`src/rtl/chk_report_pkg.sv`:
```
// chk_report_pkg: shared FSM encoding and default sizing for the checker report scheduler
package chk_report_pkg;
  typedef enum logic [1:0] {IDLE, HOLD, DONE} chk_state_e;
  localparam int N_CHK_DEF = 4;
  localparam int DW_DEF = 8;
endpackage

```
`src/rtl/chk_rr_arbiter.sv`:
```
// chk_rr_arbiter: combinational first-eligible search starting at ptr, wrapping modulo N_CHK
module chk_rr_arbiter #(
  parameter int N_CHK = 4
) (
  input  logic [N_CHK-1:0]         req,
  input  logic [N_CHK-1:0]         seen,
  input  logic [$clog2(N_CHK)-1:0] ptr,
  output logic                     gnt_valid,
  output logic [$clog2(N_CHK)-1:0] gnt_id
);
  localparam int IW = $clog2(N_CHK);
  // Scan from the farthest offset down so the nearest eligible index wins
  always_comb begin
    gnt_valid = 1'b0;
    gnt_id = '0;
    for (int j = N_CHK - 1; j >= 0; j--) begin
      if (req[IW'((int'(ptr) + j) % N_CHK)] && !seen[IW'((int'(ptr) + j) % N_CHK)]) begin
        gnt_valid = 1'b1;
        gnt_id = IW'((int'(ptr) + j) % N_CHK);
      end
    end
  end
endmodule

```
`src/rtl/chk_report_sched.sv`:
```
// chk_report_sched: serialises one report per checker onto a single ready/valid channel and tallies results
module chk_report_sched
  import chk_report_pkg::*;
#(
  parameter int N_CHK = N_CHK_DEF,
  parameter int DW = DW_DEF,
  parameter int CW = $clog2(N_CHK + 1)
) (
  input  logic                     clk,
  input  logic                     rst,
  input  logic [N_CHK-1:0]         req,
  input  logic [N_CHK*DW-1:0]      got,
  input  logic [N_CHK*DW-1:0]      exp,
  output logic [N_CHK-1:0]         ack,
  output logic                     out_valid,
  input  logic                     out_ready,
  output logic [$clog2(N_CHK)-1:0] out_id,
  output logic [DW-1:0]            out_got,
  output logic [DW-1:0]            out_exp,
  output logic                     out_mismatch,
  output logic [CW-1:0]            pass_cnt,
  output logic [CW-1:0]            fail_cnt,
  output logic                     all_done
);
  localparam int IW = $clog2(N_CHK);
  chk_state_e state_q, state_d;
  logic [N_CHK-1:0] seen_q, seen_d, ack_q, ack_d;
  logic [IW-1:0] ptr_q, ptr_d, id_q, id_d, gnt_id;
  logic [DW-1:0] got_q, got_d, exp_q, exp_d;
  logic [CW-1:0] pass_q, pass_d, fail_q, fail_d;
  logic gnt_valid;

  chk_rr_arbiter #(.N_CHK(N_CHK)) u_arb (
    .req(req),
    .seen(seen_q),
    .ptr(ptr_q),
    .gnt_valid(gnt_valid),
    .gnt_id(gnt_id)
  );

  always_comb begin
    state_d = state_q;
    seen_d = seen_q;
    ptr_d = ptr_q;
    id_d = id_q;
    got_d = got_q;
    exp_d = exp_q;
    pass_d = pass_q;
    fail_d = fail_q;
    ack_d = '0;
    case (state_q)
      IDLE: if (gnt_valid) begin
        state_d = HOLD;
        id_d = gnt_id;
        got_d = got[gnt_id*DW +: DW];
        exp_d = exp[gnt_id*DW +: DW];
        ack_d = N_CHK'(1) << gnt_id;
      end
      HOLD: if (out_ready) begin
        seen_d = seen_q | (N_CHK'(1) << id_q);
        ptr_d = (id_q == IW'(N_CHK - 1)) ? '0 : id_q + 1'b1;
        fail_d = out_mismatch ? fail_q + 1'b1 : fail_q;
        pass_d = out_mismatch ? pass_q : pass_q + 1'b1;
        state_d = &seen_d ? DONE : IDLE;
      end
      default: ;
    endcase
  end

  always_ff @(posedge clk) begin
    if (rst) begin
      state_q <= IDLE;
      seen_q <= '0;
      ptr_q <= '0;
      id_q <= '0;
      got_q <= '0;
      exp_q <= '0;
      pass_q <= '0;
      fail_q <= '0;
      ack_q <= '0;
    end else begin
      state_q <= state_d;
      seen_q <= seen_d;
      ptr_q <= ptr_d;
      id_q <= id_d;
      got_q <= got_d;
      exp_q <= exp_d;
      pass_q <= pass_d;
      fail_q <= fail_d;
      ack_q <= ack_d;
    end
  end

  assign ack = ack_q;
  assign out_valid = state_q == HOLD;
  assign out_id = id_q;
  assign out_got = got_q;
  assign out_exp = exp_q;
  assign out_mismatch = got_q != exp_q;
  assign pass_cnt = pass_q;
  assign fail_cnt = fail_q;
  assign all_done = state_q == DONE;
endmodule

```
`config.mk`:
```
export PLATFORM = sky130hd
export DESIGN_NAME = chk_report_sched
export DESIGN_NICKNAME = d
export VERILOG_FILES = /design/src/rtl/chk_report_pkg.sv /design/src/rtl/chk_rr_arbiter.sv /design/src/rtl/chk_report_sched.sv
export SDC_FILE = /design/constraint.sdc
export NUM_CORES = 1
export LEC_CHECK = 0
export BUFFER_PORTS_ARGS = -buffer_cell sky130_fd_sc_hd__buf_2
export CORE_ASPECT_RATIO = 0.8
export CORE_UTILIZATION = 49
export CTS_CLUSTER_SIZE = 8
export DETAILED_ROUTE_END_ITERATION = 8
export GPL_TIMING_DRIVEN = 0
export PLACE_DENSITY = 0.87
export SLEW_MARGIN = 25
export SYNTH_ARGS = -nofsm -noshare
export SYNTH_HDL_FRONTEND = slang
export SYNTH_SLANG_ARGS = --single-unit
export TNS_END_PERCENT = 100
```
`constraint.sdc`:
```
create_clock -name clk -period 5.1 [get_ports clk]
set_clock_uncertainty 0.1 [all_clocks]
set_input_delay 1.02 -clock clk [delete_from_list [all_inputs] [get_ports clk]]
set_output_delay 1.02 -clock clk [all_outputs]
set_load 0.05 [all_outputs]
```
==> results of run 1 <==
-- where the power goes --
part	internal [mW]	switching [mW]
combinational	0.113	0.194
clock	0.120	0.0971
sequential	0.308	0.0264
total	0.541	0.318
-- area by class of cell --
type	instances	area (um^2)
plain buffers	11	87.6
clock buffers	7	96.3
fillers	314	1190
inverters	4	15.0
multi-input cells	163	1190
flip-flops and latches	36	721
well taps	55	68.8
repair buffers	101	505
-- sequential cells by signal (all words and copies together) (netlist names) --
register / flops
state_q: 2
out_id: 2
pass_cnt: 3
out_got: 8
ptr_q: 2
seen_q: 4
fail_cnt: 3
out_exp: 8
ack: 4
-- cells by family (layout without fill, tap and decap cells) --
logic type	Yosys count	count (layout)
simple gates	72	72
mux	28	28
buf+inv	15	123
fa+ha+maj	6	6
flops	36	36
compound gates	45	45
xor+xnor	12	12
-- critical path, stage by stage, from the launching register on --
cell     delay [ps]
dfxtp_1         340
xor2_1          170
nor4_1          480
nand2_1         110
buf_2           230
-- metrics by stage --
step / instance area (um^2) / setup slack [ps] / hold WS [ps]
2_1_floorplan: 2020 / 2460 / 351
3_3_place_gp: 2590 / 2330 / 381
3_5_place_dp: 2590 / 2300 / 403
4_1_cts: 2690 / 2330 / 422
5_1_grt: 2690 / 2200 / 444
6_report: 2690 / 2380 / 421
-- Yosys cell counts, types with 2 or more instances --
library cell / n / area share
dfxtp_1: 36 / 0.36
mux2i_1: 28 / 0.14
nor2_1: 26 / 0.048
nand2_1: 22 / 0.041
o221ai_1: 14 / 0.061
a21oi_1: 12 / 0.030
xor2_1: 10 / 0.043
nand3b_1: 7 / 0.026
a21o_1: 6 / 0.022
ha_1: 6 / 0.037
inv_1: 4 / 0.0074
nor2b_1: 4 / 0.012
buf_4: 3 / 0.011
buf_6: 3 / 0.017
clkbuf_1: 3 / 0.0056
nor4_1: 3 / 0.0093
nand2b_1: 2 / 0.0062
nor2b_4: 2 / 0.014
o22ai_1: 2 / 0.0062
xnor2_1: 2 / 0.0087
-- per-layer routing --
metal  GRT usage  vias to the layer above
li1            -                      986
met1       0.315                      899
met2       0.430                       79
met3      0.0510                       10
met4      0.0934                        0
met5           0                        -
-- how the worst min path moves through the flow --
stage | from | endpoint | slack [ps] | cells past startpoint
floorplan | seen_q[1] | seen_q[1] | 350 | 2
global placement | seen_q[1] | seen_q[1] | 380 | 2
detailed placement | pass_cnt[2] | pass_cnt[2] | 400 | 2
CTS | state_q[0] | state_q[0] | 420 | 2
global route | pass_cnt[2] | pass_cnt[2] | 440 | 2
finish | pass_cnt[2] | pass_cnt[2] | 420 | 2
==> results.cfg, run 1 <==
[floorplan]
die_w_um = 73.8
ios = 102
fp.dieH_um = 59.4
initial_core_util = 0.520
core_um2 = 3880
row_count = 20
die-area_um2 = 4380

[synthesis]
synth_xor_area_frac = 0.0521
ys.flop_type = dfxtp_1
synthAdderAreaFrac = 0.0372
synth_simple_gate_area_frac = 0.177
synth_cell_types = 39
synth_warnings = 0
yosysSeqAreaShare = 0.357
synth_top_family_by_area = compound AO/OA/AOI/OAI gates
syn_area_per_cell_um2 = 9.43
syn_inst = 214
async_reset_ff_frac = 0
muxShareOfSynthArea = 0.139
netlist_area_um2 = 2020
syn_nets = 291
synth_compound_area_frac = 0.187
ys_ff_latch = 36
synth-edff-count = 0

[worst_setup_path]
r2r_end = out_exp[6]
critical_path_class = flop to primary output
reg2reg_slack_ps = 3070
rr_worst_depth = 8
cp-start-kind = flop
worstPathArrival_ps = 1600
crit_path_max_fanout = 3
crit_start = out_exp[1]
crit_required_ps = 3980
r2r-start = seen_q[3]
crit_end = out_mismatch
worstSetupEndpointType = primary output

[clock_tree]
cts_max_level = 2
clkTransAtPathRegs_ps = 70
cts_hold_buf = 0
cts_setup_buffers = 0
cts_tree = yes
postCtsResizedCells = 0
clock_path_buffers = 2
clock-sinks = 36
clk_latency_ps = 280
cts-root-buf = clkbuf_8
cts_buffers = 5

[detailed_routing]
first_pass_iters = 4
drt.antenna.violating_nets = 0
avgViaCountPerCell = 5.24
wl_per_cell_um = 13.7
num_vias = 1974
met1_length_mm = 2.27
wirelength_mm = 5.16
met2_length_mm = 2.48
drc = 0
drtIter0Drc = 177
wl_met3_um = 324
top_layer = met4

[timing]
fin_setup_tns_ps = 0
period_minus_slack_ps = 2720
tightest_slew_ps = 597
slew_viol_final = 0
rsz0062_at_grt = no
setup_viol = 0
max_freq_mhz = 367
period_share = 0.534
relSlewSlack = 0.602
hold_viol = 0

[final_layout]
finalNonFillerCells = 377
layout-drive-gt1-share = 0.394
antenna_cells = 0
nets = 399
final_util = 0.693
final_common_cell = buf_2
final_cell_mix = buf_2, dfxtp_1, mux2i_1
area_growth_syn_to_layout_pct = 33.2

[worst_hold_path]
hp-class = flop to flop

[grt]
grt.total_usage = 0.252
gr-total-overflow = 0
grt_pass1_vias = 1811
grt_start_max_net_pins = 11
antenna_found_initial = 0
grt_pass1_wl_mm = 8.26

[run]
drv_cap = 0

[power_and_ir_drop]
power_density_nw_per_um2 = 319
finalPower_mw = 0.859
ir_drop_v = 0.000221
p_leak_nw = 1.43

[placed_design]
dpl.cell_count = 370
gp_congestion = 0.777
dpl.hpwl_mm = 4.10
io_buffer_count = 101

[run_status]
status = finished clean
No activity file was read; power rests on OpenSTA's default activity.
==> inputs of run 2 (changes only) <==
- CORE_UTILIZATION: 49 -> 41
- PLACE_DENSITY: 0.87 -> 0.78
- clock period: 5.1 -> 2.5 ns (I/O delays scaled with it)
==> run 2 against run 1 <==
Routed wire length rose by 0.93%. Core utilization shrank 12 points. Hold slack lost 110 ps. Clock power increased by 77%. First-iteration DRC count is 28% lower. Sequential cell count unchanged. Worst setup slack worse by 2100 ps. Largest cell class unchanged.
==> results.cfg, run 2 (synthesized netlist as in run 1, its figures left out) <==
[power_and_ir_drop]
finalPower_mw = 1.69
ir_drop_v = 0.000305
p_leak_nw = 1.42
power_density_nw_per_um2 = 633

[timing]
setup_viol = 0
rsz0062_at_grt = no
period_minus_slack_ps = 2270
relSlewSlack = 0.645
max_freq_mhz = 441
period_share = 0.907
slew_viol_final = 0
hold_viol = 0
tightest_slew_ps = 528
fin_setup_tns_ps = 0

[clock_tree]
postCtsResizedCells = 0
clk_latency_ps = 280
cts-root-buf = clkbuf_8
cts_setup_buffers = 0
cts_hold_buf = 0
clkTransAtPathRegs_ps = 70
cts_max_level = 2
clock_path_buffers = 2
cts_buffers = 5
cts_tree = yes
clock-sinks = 36

[run]
drv_cap = 0

[floorplan]
fp.dieH_um = 64.8
row_count = 22
die_w_um = 80.4
initial_core_util = 0.434
ios = 102
die-area_um2 = 5210
core_um2 = 4650

[worst_hold_path]
hold_depth = 2
hp-class = input port to flop
hp-start = exp[3]
min_to = out_exp[3]

[detailed_routing]
drc = 0
wl_per_cell_um = 13.6
drtIter0Drc = 128
first_pass_iters = 5
avgViaCountPerCell = 5.19
wirelength_mm = 5.20
drt.antenna.violating_nets = 0
num_vias = 1981

[placed_design]
io_buffer_count = 101
gp_congestion = 0.790
dpl.hpwl_mm = 4.11
dpl.cell_count = 375

[worst_setup_path]
critical_path_class = flop to primary output
reg2reg_slack_ps = 470
cp-start-kind = flop
crit_required_ps = 1900
r2r_end = out_exp[3]
worstSetupEndpointType = primary output
rr_worst_depth = 8
crit_path_max_fanout = 3
r2r-start = seen_q[3]
worstPathArrival_ps = 1670

[final_layout]
final_util = 0.575
nets = 399
layout-drive-gt1-share = 0.391
antenna_cells = 0
area_growth_syn_to_layout_pct = 32.6
final_cell_mix = buf_2, dfxtp_1, mux2i_1
final_common_cell = buf_2
finalNonFillerCells = 382

[grt]
grt.total_usage = 0.202
grt_pass1_vias = 1776
grt_start_max_net_pins = 11
grt_pass1_wl_mm = 8.03
antenna_found_initial = 0
gr-total-overflow = 0

[run_status]
status = finished clean
==> run 2: cell types whose count changed in the layout (fill, tap and decap cells not counted) <==
cell,before,now
clkbuf_8,7,5
clkinv_2,0,1
clkbuf_1,3,4
==> run 2: per-stage QoR <==
stage          worst slack (ps)  cell area [um^2]  hold slack, ps
5_1_grt                     199              2680             299
4_1_cts                     211              2680             308
3_5_place_dp                202              2600             397
2_1_floorplan               375              2020             351
6_report                    233              2680             309
3_3_place_gp                257              2600             390
==> run 2: report_power, final <==
group / internal [mW] / leakage, nW / switching (mW)
Combinational: 0.229 / 1.08 / 0.399
Clock: 0.189 / 0.0410 / 0.196
Sequential: 0.628 / 0.295 / 0.0524
==> run 2: how the worst max path moves through the flow <==
stage	from	end	slack [ps]
2_1_floorplan	out_exp[4]	out_mismatch	380
3_3_place_gp	req[3]	out_got[0]	260
3_5_place_dp	req[3]	out_exp[3]	200
4_1_cts	out_exp[1]	out_mismatch	210
5_1_grt	out_exp[1]	out_mismatch	200
6_report	out_exp[1]	out_mismatch	230
==> run 2: per-layer routing <==
layer | GRT usage | part of all wire
met5 | 0 | 0
met1 | 0.247 | 0.43
met3 | 0.0408 | 0.072
met4 | 0.0625 | 0.014
met2 | 0.354 | 0.48
==> run 2: area by class of cell <==
class                   count  area (um^2)
well taps                  60         75.1
multi-input cells         163         1190
fillers                   448         1980
clock inverters             1         5.00
repair buffers            101          505
plain buffers              11         87.6
flip-flops and latches     36          721
clock buffers               6         72.6
inverters                   4         15.0
==> run 2: worst max-delay path, stage by stage, from the launching register on <==
cell	delay, ps
dfxtp_1	350
xor2_1	170
nor4_1	510
nand2_1	120
buf_2	230
==> inputs of run 3 (changes only) <==
- REMOVE_ABC_BUFFERS: default -> 1
==> run 3 against run 2 <==
Sequential share of layout area fell by 0.22 points. Cell area is 0.84% higher. First-iteration DRC count decreased by 41%. Hold slack got worse by 5.8 ps. Power grew 10%. Critical path depth did not move. Via count shrank 0.66%. Count of clock-buffer cells in the layout is 1 higher. Routed wire length shrank 0.88%. Critical path type unchanged.
==> results.cfg, run 3 (synthesized netlist as in run 1, its figures left out) <==
[grt]
grt_start_max_net_pins = 26
grt_pass1_wl_mm = 8.07
antenna_found_initial = 0
gr-total-overflow = 0
grt_pass1_vias = 1815
grt.total_usage = 0.205

[worst_setup_path]
rr_worst_depth = 7
crit_chain = xor2_1 > nor4_1 > nand2_1 > buf_2
critical_path_class = flop to primary output
cp-start-kind = flop
crit_required_ps = 1900
crit_slowest_cell = nor4_1
cp_num_cells = 4
critPathMaxStageDelay_ps = 520
cp_num_buf_inv = 1
crit_family = simple AND/OR/NAND/NOR gates
crit_path_max_fanout = 3
worstSetupEndpointType = primary output
worstPathArrival_ps = 1660

[clock_tree]
cts_max_level = 2
clkTransAtPathRegs_ps = 80
cts_tree = yes
cts_buffers = 5
clock_path_buffers = 2
cts_hold_buf = 0
clock-sinks = 36
clk_latency_ps = 290
cts-root-buf = clkbuf_8

[timing]
setup_viol = 0
fin_setup_tns_ps = 0
period_minus_slack_ps = 2260
hold_viol = 0
period_share = 0.905
hold_ws_ps = 304
tightest_slew_ps = 789
slew_viol_final = 0
relSlewSlack = 0.473
rsz0062_at_grt = no
max_freq_mhz = 442
finalWorstSetupSlack_ps = 237

[final_layout]
nets = 392
final_area_um2 = 2700
area_growth_syn_to_layout_pct = 33.7
final_common_cell = buf_2
final_cell_mix = buf_2, dfxtp_1, mux2i_1
fillers = 437
layout-drive-gt1-share = 0.399
antenna_cells = 0
finalNonFillerCells = 376

[placed_design]
io_buffer_count = 101
dpl.cell_count = 365
gp_congestion = 0.802
dpl.hpwl_mm = 3.90
place_area_um2 = 2540
pre_cts_slack_ps = -441

[power_and_ir_drop]
power_density_nw_per_um2 = 691
p_leak_nw = 1.43
ir_drop_v = 0.000370

[detailed_routing]
met2_length_mm = 2.42
top_layer = met4
first_pass_iters = 4
wl_met3_um = 363
drtIter0Drc = 75
met1_length_mm = 2.29
avgViaCountPerCell = 5.23
drc = 0
wirelength_mm = 5.16
drt.antenna.violating_nets = 0
wl_per_cell_um = 13.7
num_vias = 1968

[floorplan]
core_um2 = 4650
fp.dieH_um = 64.8
die-area_um2 = 5210
die_w_um = 80.4
ios = 102
row_count = 22
initial_core_util = 0.434

[run]
drv_cap = 0

[run_status]
status = finished clean

[worst_hold_path]
hp-class = input port to flop
hold_depth = 2
run 3: cell types whose count changed in the layout (fill, tap and decap cells not counted), sizes merged:
| cell | previous run | this run |
|---|---|---|
| clkbuf | 9 | 7 |
| clkinv | 1 | 0 |
| buf | 109 | 105 |
| bufinv | 0 | 1 |
run 3: area by class of cell:
| type | count | area, um^2 | share of cell area |
|---|---|---|---|
| clock buffers | 7 | 96.3 | 0.0357 |
| clock inverters | 1 | 30.0 | 0.0111 |
| inverters | 4 | 15.0 | 0.00556 |
| multi-input cells | 163 | 1210 | 0.447 |
| flip-flops and latches | 36 | 721 | 0.267 |
| well taps | 60 | 75.1 | 0.0278 |
| repair buffers | 105 | 556 | 0.206 |
run 3: power breakdown:
| part | internal, mW | switching [mW] |
|---|---|---|
| clock | 0.352 | 0.207 |
| sequential | 0.628 | 0.0510 |
| combinational | 0.227 | 0.399 |
| total | 1.21 | 0.657 |
run 3: layer usage:
layer | vias to the layer above | GRT usage
met2 | 73 | 0.352
met3 | 10 | 0.0521
li1 | 971 | -
met4 | 0 | 0.0826
met5 | - | 0
met1 | 914 | 0.242
run 3: metrics by stage:
step                power [mW]   util
floorplan                 1.12      -
global placement          1.28  0.540
detailed placement        1.31  0.546
CTS                       1.87  0.578
global route              1.96  0.580
finish                    1.86  0.580
run 3: repair_timing:
item,in CTS,in global routing
gates resized for setup,0,2
pin swaps,1,0
endpoints found under the setup margin,7,1
buffers inserted,3,0
run 3: worst paths after layout:
path                from           end  slack, ps
max           out_exp[1]  out_mismatch        240
min              got[24]    out_got[0]        300
max reg2reg    seen_q[3]    out_exp[1]        240
min reg2reg  pass_cnt[2]   pass_cnt[2]        410
run 3: worst register-to-register path: cells and delay by family (launching register included):
| kind | cells | cell delay, ps |
|---|---|---|
| flops | 1 | 420 |
| mux | 1 | 250 |
| simple gates | 1 | 90 |
| buf+inv | 1 | 210 |
| compound gates | 4 | 1100 |
